--- src/rtl/fpmul_pkg.sv ---
// Shared constants, types and operand classification for the binary32 multiplier.
package fpmul_pkg;

    localparam int EXP_BIAS = 127;
    localparam int EXP_W    = 8;
    localparam int MAN_W    = 23;
    localparam logic [31:0] QNAN = 32'h7FC00000;

    localparam int FLG_INVALID   = 3;
    localparam int FLG_OVERFLOW  = 2;
    localparam int FLG_UNDERFLOW = 1;
    localparam int FLG_INEXACT   = 0;

    typedef enum logic [2:0] {
        ST_IDLE,
        ST_WAIT,
        ST_NORM,
        ST_RND,
        ST_OUT
    } state_t;

    typedef struct packed {
        logic             sign;
        logic [EXP_W-1:0] exp;
        logic [MAN_W-1:0] man;
        logic             is_zero;
        logic             is_inf;
        logic             is_nan;
        logic             is_snan;
    } fp_unpacked_t;

    // Exponent field 0 is treated as zero (subnormals flushed on input).
    function automatic fp_unpacked_t unpack(input logic [31:0] x);
        fp_unpacked_t u;
        u.sign    = x[31];
        u.exp     = x[30:23];
        u.man     = x[22:0];
        u.is_zero = (u.exp == 8'h00);
        u.is_inf  = (u.exp == 8'hFF) && (u.man == '0);
        u.is_nan  = (u.exp == 8'hFF) && (u.man != '0);
        u.is_snan = u.is_nan && !u.man[MAN_W-1];
        return u;
    endfunction

endpackage

--- src/rtl/booth.sv ---
// Radix-2 Booth sequential multiplier: signed N x N, one recoding step per cycle.
module booth #(
    parameter int N = 25
) (
    input  logic           clk,
    input  logic           reset,
    input  logic           start,
    input  logic           mult_term,
    input  logic [N-1:0]   mc,
    input  logic [N-1:0]   mp,
    output logic [2*N-1:0] product,
    output logic           mult_done
);

    localparam int CNT_W = $clog2(N + 1);

    logic [N:0]       acc_q, acc_d;
    logic [N-1:0]     q_q, q_d;
    logic             qm1_q, qm1_d;
    logic [N-1:0]     mc_q, mc_d;
    logic [CNT_W-1:0] cnt_q, cnt_d;
    logic             run_q, run_d;
    logic             done_q, done_d;
    logic [N:0]       sum;

    // Next-state: load on start, one add/sub + arithmetic shift per cycle, done at terminal count.
    always_comb begin
        acc_d  = acc_q;
        q_d    = q_q;
        qm1_d  = qm1_q;
        mc_d   = mc_q;
        cnt_d  = cnt_q;
        run_d  = run_q;
        done_d = done_q;
        sum    = acc_q;
        if (start) begin
            acc_d  = '0;
            q_d    = mp;
            qm1_d  = 1'b0;
            mc_d   = mc;
            cnt_d  = CNT_W'(N);
            run_d  = 1'b1;
            done_d = 1'b0;
        end else if (mult_term) begin
            run_d  = 1'b0;
            done_d = 1'b0;
        end else if (run_q) begin
            case ({q_q[0], qm1_q})
                2'b01:   sum = acc_q + {mc_q[N-1], mc_q};
                2'b10:   sum = acc_q - {mc_q[N-1], mc_q};
                default: sum = acc_q;
            endcase
            acc_d = {sum[N], sum[N:1]};
            q_d   = {sum[0], q_q[N-1:1]};
            qm1_d = q_q[0];
            cnt_d = cnt_q - 1'b1;
            if (cnt_q == CNT_W'(1)) begin
                run_d  = 1'b0;
                done_d = 1'b1;
            end
        end
    end

    // Datapath and control registers.
    always_ff @(posedge clk or posedge reset) begin
        if (reset) begin
            acc_q  <= '0;
            q_q    <= '0;
            qm1_q  <= 1'b0;
            mc_q   <= '0;
            cnt_q  <= '0;
            run_q  <= 1'b0;
            done_q <= 1'b0;
        end else begin
            acc_q  <= acc_d;
            q_q    <= q_d;
            qm1_q  <= qm1_d;
            mc_q   <= mc_d;
            cnt_q  <= cnt_d;
            run_q  <= run_d;
            done_q <= done_d;
        end
    end

    assign product   = {acc_q[N-1:0], q_q};
    assign mult_done = done_q;

endmodule

--- src/rtl/fpmul_round.sv ---
// Round-to-nearest-even, range check and packing of a normalized product.
module fpmul_round
    import fpmul_pkg::*;
(
    input  logic [MAN_W-1:0] man_i,
    input  logic             guard_i,
    input  logic             sticky_i,
    input  logic signed [9:0] exp_i,
    input  logic             sign_i,
    output logic [31:0]      result_o,
    output logic [3:0]       flags_o
);

    logic             round_up;
    logic [MAN_W:0]   man_sum;
    logic signed [9:0] exp_r;

    // Round, propagate the mantissa carry into the exponent, then saturate or flush.
    always_comb begin
        round_up = guard_i & (sticky_i | man_i[0]);
        man_sum  = {1'b0, man_i} + {{MAN_W{1'b0}}, round_up};
        exp_r    = exp_i + {9'b0, man_sum[MAN_W]};
        result_o = '0;
        flags_o  = '0;
        if (exp_r >= 10'sd255) begin
            result_o                = {sign_i, 8'hFF, {MAN_W{1'b0}}};
            flags_o[FLG_OVERFLOW]   = 1'b1;
            flags_o[FLG_INEXACT]    = 1'b1;
        end else if (exp_r <= 10'sd0) begin
            result_o                = {sign_i, 31'b0};
            flags_o[FLG_UNDERFLOW]  = 1'b1;
            flags_o[FLG_INEXACT]    = 1'b1;
        end else begin
            result_o                = {sign_i, exp_r[7:0], man_sum[MAN_W-1:0]};
            flags_o[FLG_INEXACT]    = guard_i | sticky_i;
        end
    end

endmodule

--- src/rtl/fpmul_seq.sv ---
// Binary32 multiply sequencer: special-case screen, Booth mantissa multiply,
// normalize, round and hand the result out over valid/ready.
//   state | meaning
//   IDLE  | ready for an operand pair
//   WAIT  | Booth multiplier running
//   NORM  | normalize product, extract guard/sticky
//   RND   | round and pack result/flags
//   OUT   | result presented until out_ready
module fpmul_seq
    import fpmul_pkg::*;
#(
    parameter int FTZ = 1
) (
    input  logic        clk,
    input  logic        reset,
    input  logic        in_valid,
    output logic        in_ready,
    input  logic [31:0] a,
    input  logic [31:0] b,
    input  logic        abort,
    output logic        out_valid,
    input  logic        out_ready,
    output logic [31:0] result,
    output logic [3:0]  flags,
    output logic        busy
);

    if (FTZ != 1) begin : g_ftz_check
        $error("fpmul_seq: only FTZ=1 is implemented");
    end

    state_t            state_q, state_d;
    logic              sign_q, sign_d;
    logic signed [9:0] exp_q, exp_d;
    logic [MAN_W-1:0]  man_q, man_d;
    logic              guard_q, guard_d;
    logic              sticky_q, sticky_d;
    logic [31:0]       result_q, result_d;
    logic [3:0]        flags_q, flags_d;
    logic              out_valid_q, out_valid_d;

    fp_unpacked_t      ua, ub;
    logic              accept;
    logic              special;
    logic [31:0]       special_res;
    logic [3:0]        special_flg;
    logic              sign_p;

    logic [49:0]       product;
    logic [47:0]       prod;
    logic [1:0]        prod_unused_hi;
    logic              mult_done;
    logic              mult_start;
    logic              mult_term;

    logic [31:0]       rnd_result;
    logic [3:0]        rnd_flags;

    assign ua             = unpack(a);
    assign ub             = unpack(b);
    assign sign_p         = ua.sign ^ ub.sign;
    assign accept         = in_valid && (state_q == ST_IDLE);
    assign prod           = product[47:0];
    assign prod_unused_hi = product[49:48];

    // Special operand screen; results of this path bypass the multiplier entirely.
    always_comb begin
        special     = 1'b1;
        special_res = '0;
        special_flg = '0;
        if (ua.is_nan || ub.is_nan) begin
            special_res              = QNAN;
            special_flg[FLG_INVALID] = ua.is_snan | ub.is_snan;
        end else if ((ua.is_inf && ub.is_zero) || (ua.is_zero && ub.is_inf)) begin
            special_res              = QNAN;
            special_flg[FLG_INVALID] = 1'b1;
        end else if (ua.is_inf || ub.is_inf) begin
            special_res = {sign_p, 8'hFF, {MAN_W{1'b0}}};
        end else if (ua.is_zero || ub.is_zero) begin
            special_res = {sign_p, 31'b0};
        end else begin
            special = 1'b0;
        end
    end

    assign mult_start = accept && !special;
    assign mult_term  = abort && (state_q != ST_IDLE);

    booth #(.N(25)) u_booth (
        .clk       (clk),
        .reset     (reset),
        .start     (mult_start),
        .mult_term (mult_term),
        .mc        ({1'b0, 1'b1, ua.man}),
        .mp        ({1'b0, 1'b1, ub.man}),
        .product   (product),
        .mult_done (mult_done)
    );

    fpmul_round u_round (
        .man_i    (man_q),
        .guard_i  (guard_q),
        .sticky_i (sticky_q),
        .exp_i    (exp_q),
        .sign_i   (sign_q),
        .result_o (rnd_result),
        .flags_o  (rnd_flags)
    );

    // Sequencer next-state and datapath updates; abort outside IDLE overrides everything.
    always_comb begin
        state_d     = state_q;
        sign_d      = sign_q;
        exp_d       = exp_q;
        man_d       = man_q;
        guard_d     = guard_q;
        sticky_d    = sticky_q;
        result_d    = result_q;
        flags_d     = flags_q;
        out_valid_d = out_valid_q;
        case (state_q)
            ST_IDLE: begin
                if (accept) begin
                    sign_d = sign_p;
                    if (special) begin
                        result_d    = special_res;
                        flags_d     = special_flg;
                        out_valid_d = 1'b1;
                        state_d     = ST_OUT;
                    end else begin
                        exp_d   = $signed({2'b00, ua.exp}) + $signed({2'b00, ub.exp}) - 10'sd127;
                        state_d = ST_WAIT;
                    end
                end
            end
            ST_WAIT: begin
                if (mult_done) begin
                    state_d = ST_NORM;
                end
            end
            ST_NORM: begin
                // Product of two [1,2) significands lies in [1,4): at most one shift.
                if (prod[47]) begin
                    man_d    = prod[46:24];
                    guard_d  = prod[23];
                    sticky_d = |prod[22:0];
                    exp_d    = exp_q + 10'sd1;
                end else begin
                    man_d    = prod[45:23];
                    guard_d  = prod[22];
                    sticky_d = |prod[21:0];
                end
                state_d = ST_RND;
            end
            ST_RND: begin
                result_d    = rnd_result;
                flags_d     = rnd_flags;
                out_valid_d = 1'b1;
                state_d     = ST_OUT;
            end
            ST_OUT: begin
                if (out_ready) begin
                    out_valid_d = 1'b0;
                    state_d     = ST_IDLE;
                end
            end
            default: begin
                out_valid_d = 1'b0;
                state_d     = ST_IDLE;
            end
        endcase
        if (mult_term) begin
            out_valid_d = 1'b0;
            state_d     = ST_IDLE;
        end
    end

    // Sequencer state and registered outputs.
    always_ff @(posedge clk or posedge reset) begin
        if (reset) begin
            state_q     <= ST_IDLE;
            sign_q      <= 1'b0;
            exp_q       <= '0;
            man_q       <= '0;
            guard_q     <= 1'b0;
            sticky_q    <= 1'b0;
            result_q    <= '0;
            flags_q     <= '0;
            out_valid_q <= 1'b0;
        end else begin
            state_q     <= state_d;
            sign_q      <= sign_d;
            exp_q       <= exp_d;
            man_q       <= man_d;
            guard_q     <= guard_d;
            sticky_q    <= sticky_d;
            result_q    <= result_d;
            flags_q     <= flags_d;
            out_valid_q <= out_valid_d;
        end
    end

    assign in_ready  = (state_q == ST_IDLE);
    assign busy      = (state_q != ST_IDLE);
    assign out_valid = out_valid_q;
    assign result    = result_q;
    assign flags     = flags_q;

endmodule

--- config.mk ---
export PLATFORM = sky130hd
export DESIGN_NAME = fpmul_seq
export DESIGN_NICKNAME = d
export VERILOG_FILES = /design/src/rtl/fpmul_pkg.sv /design/src/rtl/booth.sv /design/src/rtl/fpmul_round.sv /design/src/rtl/fpmul_seq.sv
export SDC_FILE = /design/constraint.sdc
export NUM_CORES = 1
export LEC_CHECK = 0
export BUFFER_PORTS_ARGS = -buffer_cell sky130_fd_sc_hd__buf_2
export CAP_MARGIN = 5
export CORE_MARGIN = 2
export CORE_UTILIZATION = 57
export DETAILED_ROUTE_END_ITERATION = 6
export PLACE_DENSITY = 0.81
export SLEW_MARGIN = 20
export SYNTH_ARGS = -nofsm -noshare
export SYNTH_HDL_FRONTEND = slang
export SYNTH_SLANG_ARGS = --single-unit
--- constraint.sdc ---
create_clock -name clk -period 9.7 [get_ports clk]
set_clock_uncertainty 0.2 [all_clocks]
set_input_delay 0.97 -clock clk [delete_from_list [all_inputs] [get_ports clk]]
set_output_delay 0.97 -clock clk [all_outputs]
set_load 0.005 [all_outputs]
==> results.yml, run 1 <==
clocking:
  cts_resized: 0
  cts_setup_buffers: 0
  cts_tree: "yes"
  cts_sinks: 158
  ctsLongestPathBuffers: 2
  cts.clk_slew.worst_paths_ps: 70
  insertion_delay_ps: 430
  htreeDepth: 4
  cts_hold_buf: 0
  clk_root_buffer_cell: "clkbuf_16"
  cts_buffers: 17
cells_and_area:
  nets: 1404
  diodes: 0
  layout-drive-gt1-share: 0.143
  final_common_cell: "nand2_1"
  layout_common_cells: "nand2_1 (239), dfrtp_1 (158), nor2_1 (108), buf_2 (107), o21ai_0 (88)"
  fin_cells: 1521
  syn2layout_area_growth_pct: 13.0
drt:
  drc_errors: 0
  vias_per_cell: 5.93
  dr.pass1.iters: 5
  vias: 9025
  antenna_left: 0
  finalWirelength_um: 24200
  wl_per_cell_um: 15.9
  drt_iter0_markers: 691
floorplan:
  die-area_um2: 18800
  die_x_um: 137
  core_area_um2: 17300
  initial_core_util: 0.584
  io_pins: 108
  rows: 48
  die_h_um: 137
grt:
  grt_overflow: 0
  grt_max_degree: 88
  grt_usage: 0.269
  grt_pass1_vias: 8403
  antenna_found_initial: 0
  grt_pass1_wl_um: 40600
timing:
  fmax_mhz: 219
  finalSetupViolCount: 0
  timing.setup.tns_ps: 0
  slew_headroom: 0.287
  rsz0062_at_grt: "false"
  maxSlewViolCount: 0
  fin_crit_ps: 4580
  hold_violations: 0
  tightest_slew_ps: 1070
  period_share: 0.472
power:
  switching_power_mw: 1.88
  power_density_nw_per_um2: 369
  switching_share: 0.446
  seqPwrFrac: 0.287
  combPwrFrac: 0.538
  clkPwrFrac: 0.175
  ir_worst_vdd_uv: 212
  leakage_nw: 5.11
  internal_power_mw: 2.33
placement:
  gp_congestion: 0.927
  hpwl_um: 17100
  dp_cells: 1488
  portBuffers: 107
worst_setup_path:
  end_kind: "register"
  critical_path_class: "reg2reg"
  crit_path_max_fanout: 23
  worst-endpoint-arrival_ps: 4720
  required_ps: 9840
  startpoint_type: "register"
synthesis:
  syn_area_per_cell_um2: 8.37
  synth-edff-count: 0
  synth_nets: 1327
  synth_seq_cells: 158
  ys_types: 76
  async_reset_ff_frac: 1.00
  ys_seq_area_frac: 0.392
  synth.yosys.warnings: 0
  syn_inst: 1206
  ys.flop_type: "dfrtp_1"
  netlist_area_um2: 10100
flow_run:
  cap_viol_max_count: 0
min_path:
  worstHoldPathType: "reg2reg"
run_status:
  status: "completed"
[cells in the mapped netlist, types with 2 or more instances]
cell type / n / area, µm²
o21a_1: 10 / 75.1
nor2_1: 109 / 409
or4_4: 2 / 22.5
mux2i_1: 29 / 290
o22ai_1: 6 / 37.5
xnor2_1: 55 / 482
inv_1: 27 / 101
o211a_1: 2 / 20.0
a31oi_1: 33 / 206
or3_1: 4 / 25.0
and4_1: 4 / 35.0
o41ai_1: 2 / 17.5
nand3b_1: 7 / 52.6
a32oi_1: 3 / 26.3
a21o_1: 9 / 67.6
o2111ai_1: 2 / 17.5
ha_1: 50 / 626
o21ai_0: 89 / 445
and3_1: 8 / 50.1
a2111oi_0: 5 / 43.8
clkbuf_1: 41 / 154
a22oi_1: 3 / 22.5
nand2b_1: 6 / 37.5
or4_1: 3 / 22.5
nand3_1: 26 / 130
nand2_1: 240 / 901
o21ai_1: 11 / 55.1
nor3_1: 23 / 115
and2_1: 5 / 31.3
nor4_1: 21 / 131
a21oi_1: 75 / 375
dfrtp_1: 158 / 3950
or2_2: 5 / 31.3
fa_1: 2 / 40.0
a211oi_1: 6 / 45.0
buf_6: 3 / 33.8
o211ai_1: 12 / 90.1
xor2_1: 28 / 245
nor2b_1: 5 / 31.3
o21ai_2: 10 / 87.6
nand4_1: 18 / 113
buf_1: 4 / 15.0
buf_2: 9 / 45.0
o22a_1: 2 / 17.5
a22o_1: 3 / 26.3
[cell type report]
type	instances	area, µm²
multi-input combinational	962	5800
inverter	28	110
tap	225	282
fill	1397	5880
timing repair buffer	116	623
sequential	158	3950
clock buffer	18	439
clock inverter	14	203
[routing by layer]
metal | track usage | vias up | part of all wire
met1 | 0.383 | 4286 | 0.47
met3 | 0.0456 | 46 | 0.050
met4 | 0.0968 | 0 | 0.023
met5 | 0 | - | 0
met2 | 0.415 | 273 | 0.45
li1 | - | 4420 | -
[worst max-delay path, stage by stage (launching register included)]
cell and delay [ps]:
dfrtp_1 390, o21a_1 150, ha_1 190, nand2_1 90, nor2_1 140, and4_1 250, and2_1 200, nand3_1 180
nor3_1 480, ha_1 290, ha_1 280, xor2_1 290, nor3_1 80, nand3_1 90, nor2_1 50, o21ai_1 130
nand2_2 90, or4_4 670, o21ai_0 240
[registers in the layout, summed over array words and instances, names as in the netlist]
signal / flops
out_valid: 1
man_q: 23
u_booth.cnt_q: 5
u_booth.run_q: 1
u_booth.mc_q: 24
u_booth.acc_q: 25
exp_q: 10
guard_q: 1
sign_q: 1
u_booth.q_q: 25
u_booth.qm1_q: 1
u_booth.mult_done: 1
result: 32
state_q: 3
sticky_q: 1
flags: 4
[final timing paths]
check                           startpoint         end  slack [ps]  cells after the start
worst max-delay path              sticky_q  result[21]        5120                     18
worst min-delay path            result[31]  result[31]         270                      2
worst max register to register    sticky_q  result[21]        5120                     18
worst min register to register  result[31]  result[31]         270                      2
max in group asynchronous            reset    sticky_q        7390                      3
min in group asynchronous            reset  result[17]         500                      2
[power by group through the flow]
stage	clock network (mW)	registers [mW]	logic, mW
after floorplan	0	1.12	1.79
after global placement	0	1.20	2.15
after detailed placement	0	1.21	2.21
final	0.737	1.21	2.26
after CTS	0.745	1.20	2.23
after global routing	0.770	1.25	2.53
[cells by family (layout without fill, tap and decap cells)]
logic type	after synthesis	after routing	share of synthesized area
fa+ha+maj	52	52	0.0659
flops	158	158	0.392
buf+inv	86	176	0.0357
xor+xnor	84	84	0.0736
compound gates	298	298	0.180
simple gates	499	499	0.225
mux	29	29	0.0287
[per-stage QoR]
step           setup slack, ps  power [mW]  instance area [µm²]  utilization  hold slack (ps)
2_1_floorplan             4270        2.91                10100            -              250
3_3_place_gp              5530        3.34                10700        0.621              249
3_5_place_dp              5190        3.42                10700        0.621              256
4_1_cts                   5150        4.18                11400        0.658              271
5_1_grt                   4820        4.54                11400        0.660              296
6_report                  5120        4.21                11400        0.660              268
Power figures use the tool's default switching activity.
==> run 2: changes to the inputs <==
ABC_AREA = 1   (was unset)
PLACE_DENSITY = 0.8   (was 0.81)
clock period = 4.5 ns   (was 9.7 ns; I/O delays follow)
==> results.yml, run 2 <==
timing:
  fin_crit_ps: 3830
  fmax_mhz: 261
  maxSlewViolCount: 0
  rsz0062_at_grt: "false"
  slew_headroom: 0.384
  hold_violations: 0
  timing.setup.tns_ps: 0
  period_share: 0.850
  finalSetupViolCount: 0
  tightest_slew_ps: 924
floorplan:
  io_pins: 108
  die-area_um2: 20800
  rows: 51
  die_h_um: 144
  initial_core_util: 0.579
  die_x_um: 144
  core_area_um2: 19400
clocking:
  clk_root_buffer_cell: "clkbuf_16"
  cts_resized: 0
  htreeDepth: 4
  cts.clk_slew.worst_paths_ps: 70
  cts_sinks: 158
  cts_tree: "yes"
  ctsLongestPathBuffers: 2
  insertion_delay_ps: 430
  cts_buffers: 17
worst_setup_path:
  required_ps: 4670
  startpoint_type: "register"
  slowest_delay_ps: 400
  cp_cell_sequence: "inv_1 > a21oi_1 > ha_1 > inv_1 > nor2_1 > nand4_1 > nor2_2 > nand3_1 > nor2_1 > ha_1 > ha_1 > nand3_2 > o21ai_1 > nand2_1 > nand2_1 > nor2_2 > nand2_4 > nand3_2 > nor2_4 > nand2_1 > nand2_1 > nand2_1 > nand2_1"
  critical_path_class: "reg2reg"
  crit_top_cell: "nand2_1"
  crit_path_max_fanout: 21
  slowest_stage: "nor2_4"
  worst-endpoint-arrival_ps: 4000
  end_kind: "register"
placement:
  hpwl_um: 21100
  gp_congestion: 0.962
  portBuffers: 107
power:
  leakage_nw: 6.55
  p_total_mw: 8.88
  seqPwrFrac: 0.290
  ir_worst_vdd_uv: 394
  power_density_nw_per_um2: 713
  clkPwrFrac: 0.154
  switching_power_mw: 4.40
  switching_share: 0.496
  combPwrFrac: 0.556
  internal_power_mw: 4.48
grt:
  grt_pass1_vias: 9520
  grt_usage: 0.275
  antenna_found_initial: 0
  grt_overflow: 0
  grt_max_degree: 124
  grt_pass1_wl_um: 45700
synthesis:
  synth.yosys.warnings: 0
  synth_top_area_cell: "dfrtp_1"
  yosys.area.top_type_share: 0.352
  synth-edff-count: 0
  synth.mux.area_fraction: 0
  synth_fa_ha_area_frac: 0.0593
  synth_area_leaders: "dfrtp_1 (35%), nand2_1 (19%), inv_1 (6.0%), nand3_1 (5.8%), ha_1 (5.6%)"
  synth_nets: 1775
  synth_top_family_by_area: "simple AND/OR/NAND/NOR gates"
  syn_inst: 1654
  async_reset_ff_frac: 1.00
  synth_seq_cells: 158
  syn_area_per_cell_um2: 6.79
  netlist_area_um2: 11200
  synth_most_common_cell: "nand2_1"
  synth_xor_area_frac: 0.0342
  ys.flop_type: "dfrtp_1"
  ys_seq_area_frac: 0.352
  yosys.area_share.simple: 0.359
  ys_top_cells_by_count: "nand2_1 (573), inv_1 (179), dfrtp_1 (158)"
  ys_types: 48
  synth_compound_area_frac: 0.106
drt:
  finalWirelength_um: 27700
  drc_errors: 0
  drt_iter0_markers: 800
  vias: 10700
  dr.pass1.iters: 5
  vias_per_cell: 5.29
  antenna_left: 0
  wl_per_cell_um: 13.7
min_path:
  worstHoldPathType: "in2reg"
flow_run:
  cap_viol_max_count: 0
cells_and_area:
  nets: 1862
  layout-drive-gt1-share: 0.116
  syn2layout_area_growth_pct: 11.0
  final_common_cell: "nand2_1"
  diodes: 0
  layout_common_cells: "nand2_1 (573), inv_1 (178), dfrtp_1 (158), nor2_1 (155), nand3_1 (129)"
  largest_reg_flops: 32
run_status:
  status: "completed"
==> run 2: per-stage QoR <==
stage | hold slack (ps) | area [µm²] | worst slack [ps] | std cells | util
floorplan | 253 | 11200 | 1270 | 1654 | -
global placement | 250 | 11900 | 834 | 1986 | 0.613
detailed placement | 253 | 11900 | 731 | 1986 | 0.613
CTS | 20.8 | 12500 | 655 | 2019 | 0.642
global route | 28.6 | 12500 | 231 | 2019 | 0.642
finish | 29.4 | 12500 | 674 | 2019 | 0.642
==> run 2: cell families after synthesis <==
kind of cell / count (synthesis)
and+or+nand+nor: 951
xor gates and xnor gates: 43
adders and majority gates: 52
AOI/OAI and AO/OA: 211
buffers and inverters: 239
DFF: 158
==> run 2: worst paths after layout <==
| check | start | to | slack [ps] | cells after the start |
|---|---|---|---|---|
| max | man_q[0] | result[22] | 670 | 23 |
| min | a[5] | u_booth.mc_q[5] | 30 | 3 |
| max reg2reg | man_q[0] | result[22] | 670 | 23 |
| min reg2reg | result[4] | result[4] | 260 | 2 |
| max in group asynchronous | reset | result[30] | 2510 | 4 |
| min in group asynchronous | reset | u_booth.cnt_q[1] | 480 | 3 |
==> run 2: power by group through the flow <==
stage               Clock (mW)  Sequential [mW]  Combinational [mW]
finish                    1.37             2.58                4.94
global route              1.45             2.66                5.67
CTS                       1.38             2.57                4.90
detailed placement           0             2.59                4.86
global placement             0             2.55                4.79
floorplan                    0             2.46                3.81
==> run 2: cell type report <==
class                   count  area [µm²]
fillers                  1787        6950
multi-input cells        1257        6270
flip-flops and latches    158        3950
inverters                 191         722
repair buffers            116         618
clock buffers              19         453
well taps                 265         332
clock inverters            13         103
==> run 2: repair_timing <==
action | in CTS | in global routing
setup endpoints to repair | 0 | 0
setup buffers | 0 | 0
hold buffers | 1 | 0
hold endpoints to repair | 35 | 0
==> run 2: metal layers <==
| metal | track usage | routed length (µm) |
|---|---|---|
| met5 | 0 | 0 |
| met2 | 0.422 | 12300 |
| met4 | 0.0894 | 599 |
| met1 | 0.401 | 13500 |
| met3 | 0.0401 | 1380 |
==> run 2: critical path: cells and delay by family (launching register included) <==
family	cells	cell delay, ps
AND/OR/NAND/NOR	16	2140
adder cells (fa/ha/maj)	3	650
flip-flops	1	360
AO/OA/AOI/OAI	2	290
buffers and inverters	2	120
==> run 3: changes to the inputs <==
--- a/config.mk
+++ b/config.mk
@@ -17,2 +17,3 @@
 export SYNTH_HDL_FRONTEND = slang
 export SYNTH_SLANG_ARGS = --single-unit
+export TNS_END_PERCENT = 20
==> constraint.sdc (replaced) <==
create_clock -name clk -period 4.5 [get_ports clk]
set_clock_uncertainty 0.2 [all_clocks]
set_input_delay 0.9 -clock clk [delete_from_list [all_inputs] [get_ports clk]]
set_output_delay 0.9 -clock clk [all_outputs]
set_load 0.005 [all_outputs]
==> results.yml, run 3 (synthesis gave the netlist of run 2 again) <==
floorplan:
  die-area_um2: 20800
  die_h_um: 144
  core_area_um2: 19400
  io_pins: 108
  rows: 51
  initial_core_util: 0.579
  die_x_um: 144
cells_and_area:
  final_common_cell: "nand2_1"
  diodes: 0
  nFillCells: 1801
  seqCellArea_um2: 3950
  nets: 1865
  layout-drive-gt1-share: 0.118
  syn2layout_area_growth_pct: 11.6
  final_core_util: 0.646
  largest_reg_flops: 32
  multiInputGateArea_um2: 6270
  layout_common_cells: "nand2_1 (573), inv_1 (178), dfrtp_1 (158), nor2_1 (155), nand3_1 (129)"
  final_area_um2: 12500
clocking:
  cts_tree: "yes"
  cts_setup_buffers: 0
  insertion_delay_ps: 430
  htreeDepth: 4
  cts.clk_slew.worst_paths_ps: 70
  cts_hold_buf: 0
  clk_root_buffer_cell: "clkbuf_16"
  cts_buffers: 17
  ctsLongestPathBuffers: 2
  cts_sinks: 158
  cts_resized: 0
min_path:
  worstHoldPathType: "reg2reg"
timing:
  maxSlewViolCount: 0
  timing.setup.tns_ps: 0
  hold_violations: 0
  fmax_mhz: 261
  period_share: 0.851
  rsz0062_at_grt: "false"
  tightest_slew_ps: 798
  finalSetupViolCount: 0
  fin_crit_ps: 3830
  slew_headroom: 0.467
grt:
  grt_pass1_vias: 9760
  grt_max_degree: 67
  grt_overflow: 0
  grt_pass1_wl_um: 47000
  antenna_found_initial: 0
  grt_usage: 0.281
worst_setup_path:
  cp_cell_sequence: "inv_1 > a21oi_1 > ha_1 > inv_1 > nor2_1 > nand4_1 > nor2_2 > nand3_1 > nor2_1 > ha_1 > ha_1 > nand3_2 > o21ai_1 > nand2_1 > nand2_1 > nor2_2 > nand2_4 > nand3_2 > nor2_4 > nand2_1 > nand2_1 > nand2_1 > nand2_1"
  startpoint_type: "register"
  end_kind: "register"
  crit_path_max_fanout: 21
  worst-endpoint-arrival_ps: 4000
  critical_path_class: "reg2reg"
  slowest_stage: "nor2_4"
  required_ps: 4670
  slowest_delay_ps: 400
  crit_top_cell: "nand2_1"
drt:
  vias: 10800
  wl_per_cell_um: 14.0
  dr.pass1.iters: 5
  drt_iter0_markers: 774
  antenna_left: 0
  drc_errors: 0
  vias_per_cell: 5.36
  finalWirelength_um: 28300
power:
  ir_worst_vdd_uv: 366
  power_density_nw_per_um2: 723
  leakage_nw: 6.59
run_status:
  status: "completed"
placement:
  place_area_um2: 11900
  portBuffers: 107
  gp_congestion: 0.941
  hpwl_um: 21800
flow_run:
  cap_viol_max_count: 0
==> run 3: cell count changes in the layout (fill, tap and decap cells not counted) <==
cell	delta
inv_6	+1
buf_4	+4
inv_8	-1
clkbuf_8	+1
bufinv_16	+2
dlygate4sd3_1	-1
clkinv_2	-3
==> run 3: critical path, delay by kind of cell, from the launching register on <==
| kind | cells | cell delay (ps) |
|---|---|---|
| and+or+nand+nor | 16 | 2090 |
| adders and majority gates | 3 | 680 |
| DFF | 1 | 360 |
| AOI/OAI and AO/OA | 2 | 320 |
| buffers and inverters | 2 | 120 |
==> run 3: power by group <==
| group | internal [mW] | switching (mW) |
|---|---|---|
| Combinational | 1.71 | 3.25 |
| Sequential | 2.03 | 0.557 |
| Clock | 0.877 | 0.628 |
| Total | 4.62 | 4.43 |
==> run 3: cell type report <==
class | count | area share
flip-flops and latches | 158 | 0.316
repair buffers | 119 | 0.0509
clock inverters | 12 | 0.0116
well taps | 265 | 0.0265
clock buffers | 20 | 0.0372
inverters | 191 | 0.0576
multi-input cells | 1257 | 0.501
==> run 3: routing by layer <==
metal  vias up  GRT usage  wire (µm)
met5         -          0          0
met4         0     0.0705        546
met3        36     0.0493       1540
met2       284      0.449      12800
met1      5014      0.398      13400
li1       5514          -          -
==> run 3: final timing paths <==
kind | start | endpoint | slack, ps | depth (start not counted)
max in group asynchronous | reset | u_booth.q_q[1] | 2720 | 3
min reg2reg | result[29] | result[29] | 270 | 2
max reg2reg | man_q[0] | result[22] | 670 | 23
min in group asynchronous | reset | u_booth.mult_done | 400 | 2
min | result[29] | result[29] | 270 | 2
max | man_q[0] | result[22] | 670 | 23
==> run 3: metrics by stage <==
stage	setup WS, ps	cells	power [mW]	hold WS (ps)
2_1_floorplan	1270	1654	6.27	253
3_3_place_gp	815	1990	7.35	252
3_5_place_dp	718	1990	7.48	253
4_1_cts	636	2022	9.03	270
5_1_grt	206	2022	9.93	285
6_report	669	2022	9.05	266
